===== config.mk =====
export PLATFORM = sky130hd
export DESIGN_NAME = acp_ram_arbiter
export DESIGN_NICKNAME = d
export VERILOG_FILES = /design/src/rtl/acp_ram_arbiter.sv
export SDC_FILE = /design/constraint.sdc
export NUM_CORES = 1
export LEC_CHECK = 0
export BUFFER_PORTS_ARGS = -buffer_cell sky130_fd_sc_hd__buf_4
export CAP_MARGIN = 0
export CORE_AREA = 2 2 154 156
export CTS_CLUSTER_SIZE = 40
export DETAILED_ROUTE_END_ITERATION = 16
export DIE_AREA = 0 0 156 158
export PLACE_DENSITY = 0.42
export SYNTH_ARGS = -nofsm -noshare
export SYNTH_HDL_FRONTEND = slang
export SYNTH_SLANG_ARGS = --single-unit

===== constraint.sdc =====
create_clock -name clk -period 3 [get_ports clk]
set_input_delay 0.3 -clock clk [delete_from_list [all_inputs] [get_ports clk]]
set_output_delay 0.3 -clock clk [all_outputs]
set_load 0.01 [all_outputs]

===== src/rtl/acp_ram_arbiter.sv =====
// acp_ram_arbiter
// Shares one single-port 32-word scratch RAM between the L1 requesters
// (index 0 dcache, 1 dmmu, 2 icache, 3 immu). Requests are granted
// round-robin. A requester can hold the grant across beats with req_lock.
// Accepted beats are registered onto the RAM port one cycle after transfer.
// Read data is returned RAM_LATENCY+1 cycles after transfer, steered by a
// requester-ID shift register.
//
// Ports
//   clk, rst            single clock, synchronous active-high reset
//   req_valid/lock/we   per-requester request, lock-after-beat, write flag
//   req_be/addr/wdata   per-requester byte enables, byte address, write data
//   req_ready           one-hot accept (combinational)
//   rsp_valid           one-hot read-data strobe
//   rsp_rdata, rsp_err  shared read data and access-error flag
//   ram_en/we/addr/wdata/rdata   registered RAM port (word address [6:2])
//
// Optional feature: define ACP_ARB_ADDR_CHECK_EN to reject addresses outside
// 0x00030000..0x0003007F. Rejected beats are accepted but never reach the
// RAM. Rejected reads answer with rsp_err=1 and zero data.
module acp_ram_arbiter #(
  parameter int NUM_REQ     = 4,
  parameter int RAM_LATENCY = 1,
  parameter int ADDR_W      = 32
) (
  input  logic                      clk,
  input  logic                      rst,
  input  logic [NUM_REQ-1:0]        req_valid,
  input  logic [NUM_REQ-1:0]        req_lock,
  input  logic [NUM_REQ-1:0]        req_we,
  input  logic [4*NUM_REQ-1:0]      req_be,
  input  logic [ADDR_W*NUM_REQ-1:0] req_addr,
  input  logic [32*NUM_REQ-1:0]     req_wdata,
  output logic [NUM_REQ-1:0]        req_ready,
  output logic [NUM_REQ-1:0]        rsp_valid,
  output logic [31:0]               rsp_rdata,
  output logic                      rsp_err,
  output logic                      ram_en,
  output logic [3:0]                ram_we,
  output logic [4:0]                ram_addr,
  output logic [31:0]               ram_wdata,
  input  logic [31:0]               ram_rdata
);

  localparam int IDX_W = (NUM_REQ > 1) ? $clog2(NUM_REQ) : 1;
  localparam int DEPTH = RAM_LATENCY + 1;

  typedef enum logic {IDLE, LOCKED} state_t;

  state_t             state, state_nxt;
  logic [IDX_W-1:0]   ptr, owner, gidx, cidx;
  logic               xfer;

  logic [ADDR_W-1:0]  addr_arr  [NUM_REQ];
  logic [3:0]         be_arr    [NUM_REQ];
  logic [31:0]        wdata_arr [NUM_REQ];

  logic [ADDR_W-1:0]  sel_addr;
  logic [3:0]         sel_be;
  logic [31:0]        sel_wdata;
  logic               sel_we;
  logic               addr_ok;
  logic               unused_addr;

  logic [DEPTH-1:0]   pipe_v;
  logic [DEPTH-1:0]   pipe_err;
  logic [IDX_W-1:0]   pipe_id [DEPTH];

  // Unpack the flat request buses so the granted requester can be muxed by index
  for (genvar g = 0; g < NUM_REQ; g++) begin : g_unpack
    assign addr_arr[g]  = req_addr[g*ADDR_W +: ADDR_W];
    assign be_arr[g]    = req_be[g*4 +: 4];
    assign wdata_arr[g] = req_wdata[g*32 +: 32];
  end

  assign sel_addr  = addr_arr[gidx];
  assign sel_be    = be_arr[gidx];
  assign sel_wdata = wdata_arr[gidx];
  assign sel_we    = req_we[gidx];

`ifdef ACP_ARB_ADDR_CHECK_EN
  localparam logic [ADDR_W-1:0] WIN_BASE = ADDR_W'(32'h0003_0000);
  // The window is 128 bytes and aligned, so only the bits above [6:0] matter
  assign addr_ok     = (sel_addr[ADDR_W-1:7] == WIN_BASE[ADDR_W-1:7]);
  assign unused_addr = ^sel_addr[1:0];
`else
  assign addr_ok     = 1'b1;
  assign unused_addr = ^{sel_addr[ADDR_W-1:7], sel_addr[1:0]};
`endif

  // State register. ptr records the last granted index. owner is captured on
  // every IDLE grant, so it is already correct if that beat takes the lock.
  always_ff @(posedge clk) begin
    if (rst) begin
      state <= IDLE;
      ptr   <= IDX_W'(NUM_REQ - 1);
      owner <= '0;
    end else begin
      state <= state_nxt;
      if (xfer) begin
        ptr <= gidx;
        if (state == IDLE) owner <= gidx;
      end
    end
  end

  // Next state. Any transfer decides lock status from its own req_lock bit.
  // Only the owner can transfer while LOCKED, so no owner check is needed here.
  always_comb begin
    state_nxt = state;
    if (xfer) state_nxt = req_lock[gidx] ? LOCKED : IDLE;
  end

  // Grant. LOCKED serves only the owner. IDLE scans from ptr+1 with wrap and
  // takes the first valid requester.
  always_comb begin
    req_ready = '0;
    gidx      = '0;
    cidx      = '0;
    xfer      = 1'b0;
    if (state == LOCKED) begin
      if (req_valid[owner]) begin
        req_ready[owner] = 1'b1;
        gidx             = owner;
        xfer             = 1'b1;
      end
    end else begin
      for (int k = 1; k <= NUM_REQ; k++) begin
        cidx = IDX_W'((int'(ptr) + k) % NUM_REQ);
        if (!xfer && req_valid[cidx]) begin
          req_ready[cidx] = 1'b1;
          gidx            = cidx;
          xfer            = 1'b1;
        end
      end
    end
  end

  // RAM port and response tracking. Stage 0 captures the beat at transfer.
  // The last stage lines up with ram_rdata.
  always_ff @(posedge clk) begin
    if (rst) begin
      ram_en    <= 1'b0;
      ram_we    <= 4'h0;
      ram_addr  <= 5'd0;
      ram_wdata <= 32'h0;
      pipe_v    <= '0;
      pipe_err  <= '0;
      for (int s = 0; s < DEPTH; s++) pipe_id[s] <= '0;
    end else begin
      ram_en <= xfer && addr_ok;
      ram_we <= (xfer && addr_ok && sel_we) ? sel_be : 4'h0;
      if (xfer) begin
        ram_addr  <= sel_addr[6:2];
        ram_wdata <= sel_wdata;
      end
      pipe_v[0]   <= xfer && !sel_we;
      pipe_err[0] <= !addr_ok;
      pipe_id[0]  <= gidx;
      for (int s = 1; s < DEPTH; s++) begin
        pipe_v[s]   <= pipe_v[s-1];
        pipe_err[s] <= pipe_err[s-1];
        pipe_id[s]  <= pipe_id[s-1];
      end
    end
  end

  assign rsp_valid = pipe_v[DEPTH-1] ? (NUM_REQ'(1) << pipe_id[DEPTH-1]) : '0;
  assign rsp_err   = pipe_v[DEPTH-1] & pipe_err[DEPTH-1];
  assign rsp_rdata = rsp_err ? 32'h0 : ram_rdata;

endmodule


==> run_results.csv <==
group,metric,value,unit
setup_path,arrival,3070,ps
clocking,ctsResizeCount,0,
cells_and_area,drive_gt1_share,53.9,%
pwr,power.leakage,2.91,nW
yosys,syn_inst,385,
clocking,postCtsSetupRepairBufs,0,
flow_run,cap_violations,0,
die,dieHeight,158,um
global_route,grt_max_degree,38,
sta,skew,7.82,ps
clocking,holdBufCountCts,0,
pwr,vdd_drop_max,0.408,mV
cells_and_area,area_growth,51.5,%
setup_path,critPathCaptureType,"register",
detailed_routing,antenna_left,0,
global_route,grt.total_usage,10.7,%
cells_and_area,layout_commonest_cell,"buf_4",
clocking,h-tree-depth,2,
sta,layout_worst_path_cycle_share,94.6,%
clocking,cts_buffers,5,
global_route,grt_remaining_overflow,0,
detailed_routing,drt_pass1_iterations,5,
status,status,"complete, no violations",
detailed_routing,drt_wl_total,13600,um
placed_design,dp.final_hpwl,11100,um
die,die_area,0.0246,sq mm
setup_path,crit_path_start,"ptr[1]$_SDFFE_PP1P_",
global_route,grt_pass1_wl,20500,um
sta,slew_violations,0,
yosys,avgSynthCellArea,10.2,sq um
clocking,clock-root-buffer,"clkbuf_16",
placed_design,place_area,0.00578,sq mm
yosys,ys_warn_count,0,
cells_and_area,n_antenna_cell,0,
setup_path,cp_max_fo,4,
detailed_routing,route.vias.total,3653,
cells_and_area,nets,908,
sta,fmax,0.352,GHz
die,ios,401,
clocking,clk_path_buf_depth,2,
clocking,cts_tree,"built",
sta,rsz0062_at_grt,"false",
min_path,hold_start,"rst",
cells_and_area,final_cell_area,0.00594,sq mm
placed_design,port-buffer-count,227,
die,core_area,0.0231,sq mm
detailed_routing,drt_iter0_drc,61,
sta,hold_viol,0,
setup_path,crit_required,3230,ps
yosys,syn_area,0.00392,sq mm
pwr,power_density,998,mW/mm^2
yosys,synth_seq_cells,53,
cells_and_area,final_cell_mix,"247 x buf_4, 95 x mux2i_1, 52 x dfxtp_1",
detailed_routing,post_drt_wl_per_cell,15.6,um
yosys,synth_cell_types,48,
detailed_routing,drc,0,
setup_path,crit_path_start_kind,"register",
sta,period_needed,2840,ps
global_route,grt_pass1_vias,3790,
clocking,cts.sinks,53,
setup_path,criticalPathCategory,"reg2reg",
sta,fin_tns_setup,0,ps
die,fp-row-count,56,
clocking,clock_latency,300,ps
global_route,grt_antenna_before_repair,0,
setup_path,r2r-start,"ptr[1]$_SDFFE_PP1P_",
die,dieWidth,156,um
yosys,ys_seq_area_share,27.0,%
placed_design,gp_congestion,0.754,
detailed_routing,post_drt_via_cell_ratio,4.18,
clocking,clk_pin_slew,80,ps
min_path,hp-class,"in2reg",
yosys,syn_nets,711,
die,initial_core_util,17.0,%
sta,final-setup-viol-count,0,
[state kept, by name, summed over array words and instances (netlist names)]
signal,flops
pipe_id,4
state,1
ptr,2
ram_we,4
ram_wdata,32
ram_en,1
ram_addr,5
pipe_v,2
owner,2
[final cells by class]
cell class | count | area, sq um
Fill cell | 2458 | 17100
Multi-Input combinational cell | 264 | 2390
Timing Repair Buffer | 253 | 1960
Sequential cell | 53 | 1060
Tap cell | 290 | 363
Clock buffer | 5 | 125
Clock inverter | 3 | 25.0
Inverter | 5 | 18.8
[worst paths after layout]
| kind | to | cells past startpoint | slack [ps] |
|---|---|---|---|
| worst max-delay path | ram_we[1]$_SDFF_PP0_ | 10 | 160 |
| worst min-delay path | owner[0]$_SDFFE_PP0P_ | 2 | 260 |
| worst max register to register | ram_we[1]$_SDFF_PP0_ | 10 | 160 |
| worst min register to register | pipe_id[0][2]$_SDFF_PP0_ | 1 | 440 |
[Yosys cell counts, drive strengths merged]
library cell / instances / area share [%]
a211o: 1 / 0.22
a21boi: 1 / 0.19
a21o: 1 / 0.19
a21oi: 5 / 0.64
a221o: 1 / 0.26
a22o: 1 / 0.22
a22oi: 4 / 0.77
a31o: 1 / 0.22
a41oi: 1 / 0.41
and2: 1 / 0.16
and3: 1 / 0.16
and3b: 1 / 0.22
and4b: 1 / 0.26
buf: 58 / 12
clkbuf: 5 / 0.48
conb: 1 / 0.096
dfxtp: 53 / 27
ha: 8 / 2.6
inv: 5 / 0.48
mux2: 5 / 1.4
mux2i: 95 / 24
mux4: 5 / 2.9
nand2: 47 / 4.5
nand2b: 2 / 0.32
nand3: 2 / 0.26
nand3b: 1 / 0.19
nand4: 2 / 0.32
nand4b: 1 / 0.22
nor2: 8 / 0.96
nor2b: 4 / 0.83
nor3b: 1 / 0.19
nor4: 1 / 0.16
o211ai: 1 / 0.19
o21ai: 12 / 1.6
o221ai: 36 / 13
o22ai: 5 / 0.96
o41ai: 1 / 0.41
or2: 4 / 0.64
or3: 1 / 0.16
or4b: 1 / 0.26
[metrics by stage]
| stage | hold WS (ps) | setup slack [ps] | std cells | util, % | power (mW) |
|---|---|---|---|---|---|
| 2_1_floorplan | 414 | 52.5 | 385 | - | 4.11 |
| 6_report | 265 | 161 | 873 | 25.8 | 5.93 |
| 4_1_cts | 250 | 24.8 | 873 | 25.7 | 6.06 |
| 3_5_place_dp | 425 | 43.7 | 865 | 25.1 | 5.42 |
| 3_3_place_gp | 424 | 49.9 | 865 | 25.1 | 5.39 |
| 5_1_grt | 272 | 4.26 | 873 | 25.8 | 6.42 |
[routing by layer]
| layer | track usage, % | up-vias | wire length [um] |
|---|---|---|---|
| li1 | - | 1786 | - |
| met1 | 12.4 | 1719 | 5300 |
| met2 | 19.6 | 139 | 7310 |
| met3 | 2.90 | 9 | 908 |
| met4 | 2.62 | 0 | 130 |
| met5 | 0 | - | 0 |
[critical path: stages, from the launching register on]
cell and delay, ps:
dfxtp_1 340, inv_1 60, ha_2 380, mux4_2 590, o41ai_2 380, and2_1 170
a31o_2 130, buf_4 130, o21ai_4 80, or2_1 310, o22ai_1 190
[report_power, final]
part	switching, mW	internal [mW]
registers	0.159	0.991
logic	2.06	2.12
clock network	0.288	0.315
[cells by family (layout without fill, tap and decap cells)]
kind of cell,Yosys count,in the layout,synth area share (%)
other,1,1,0.0956
adders and majority gates,8,8,2.55
buffers and inverters,68,266,13.0
muxes,105,105,28.5
and+or+nand+nor,79,79,9.79
AOI/OAI and AO/OA,71,71,19.0
DFF,53,53,27.0
Power figures use the tool's default switching activity.
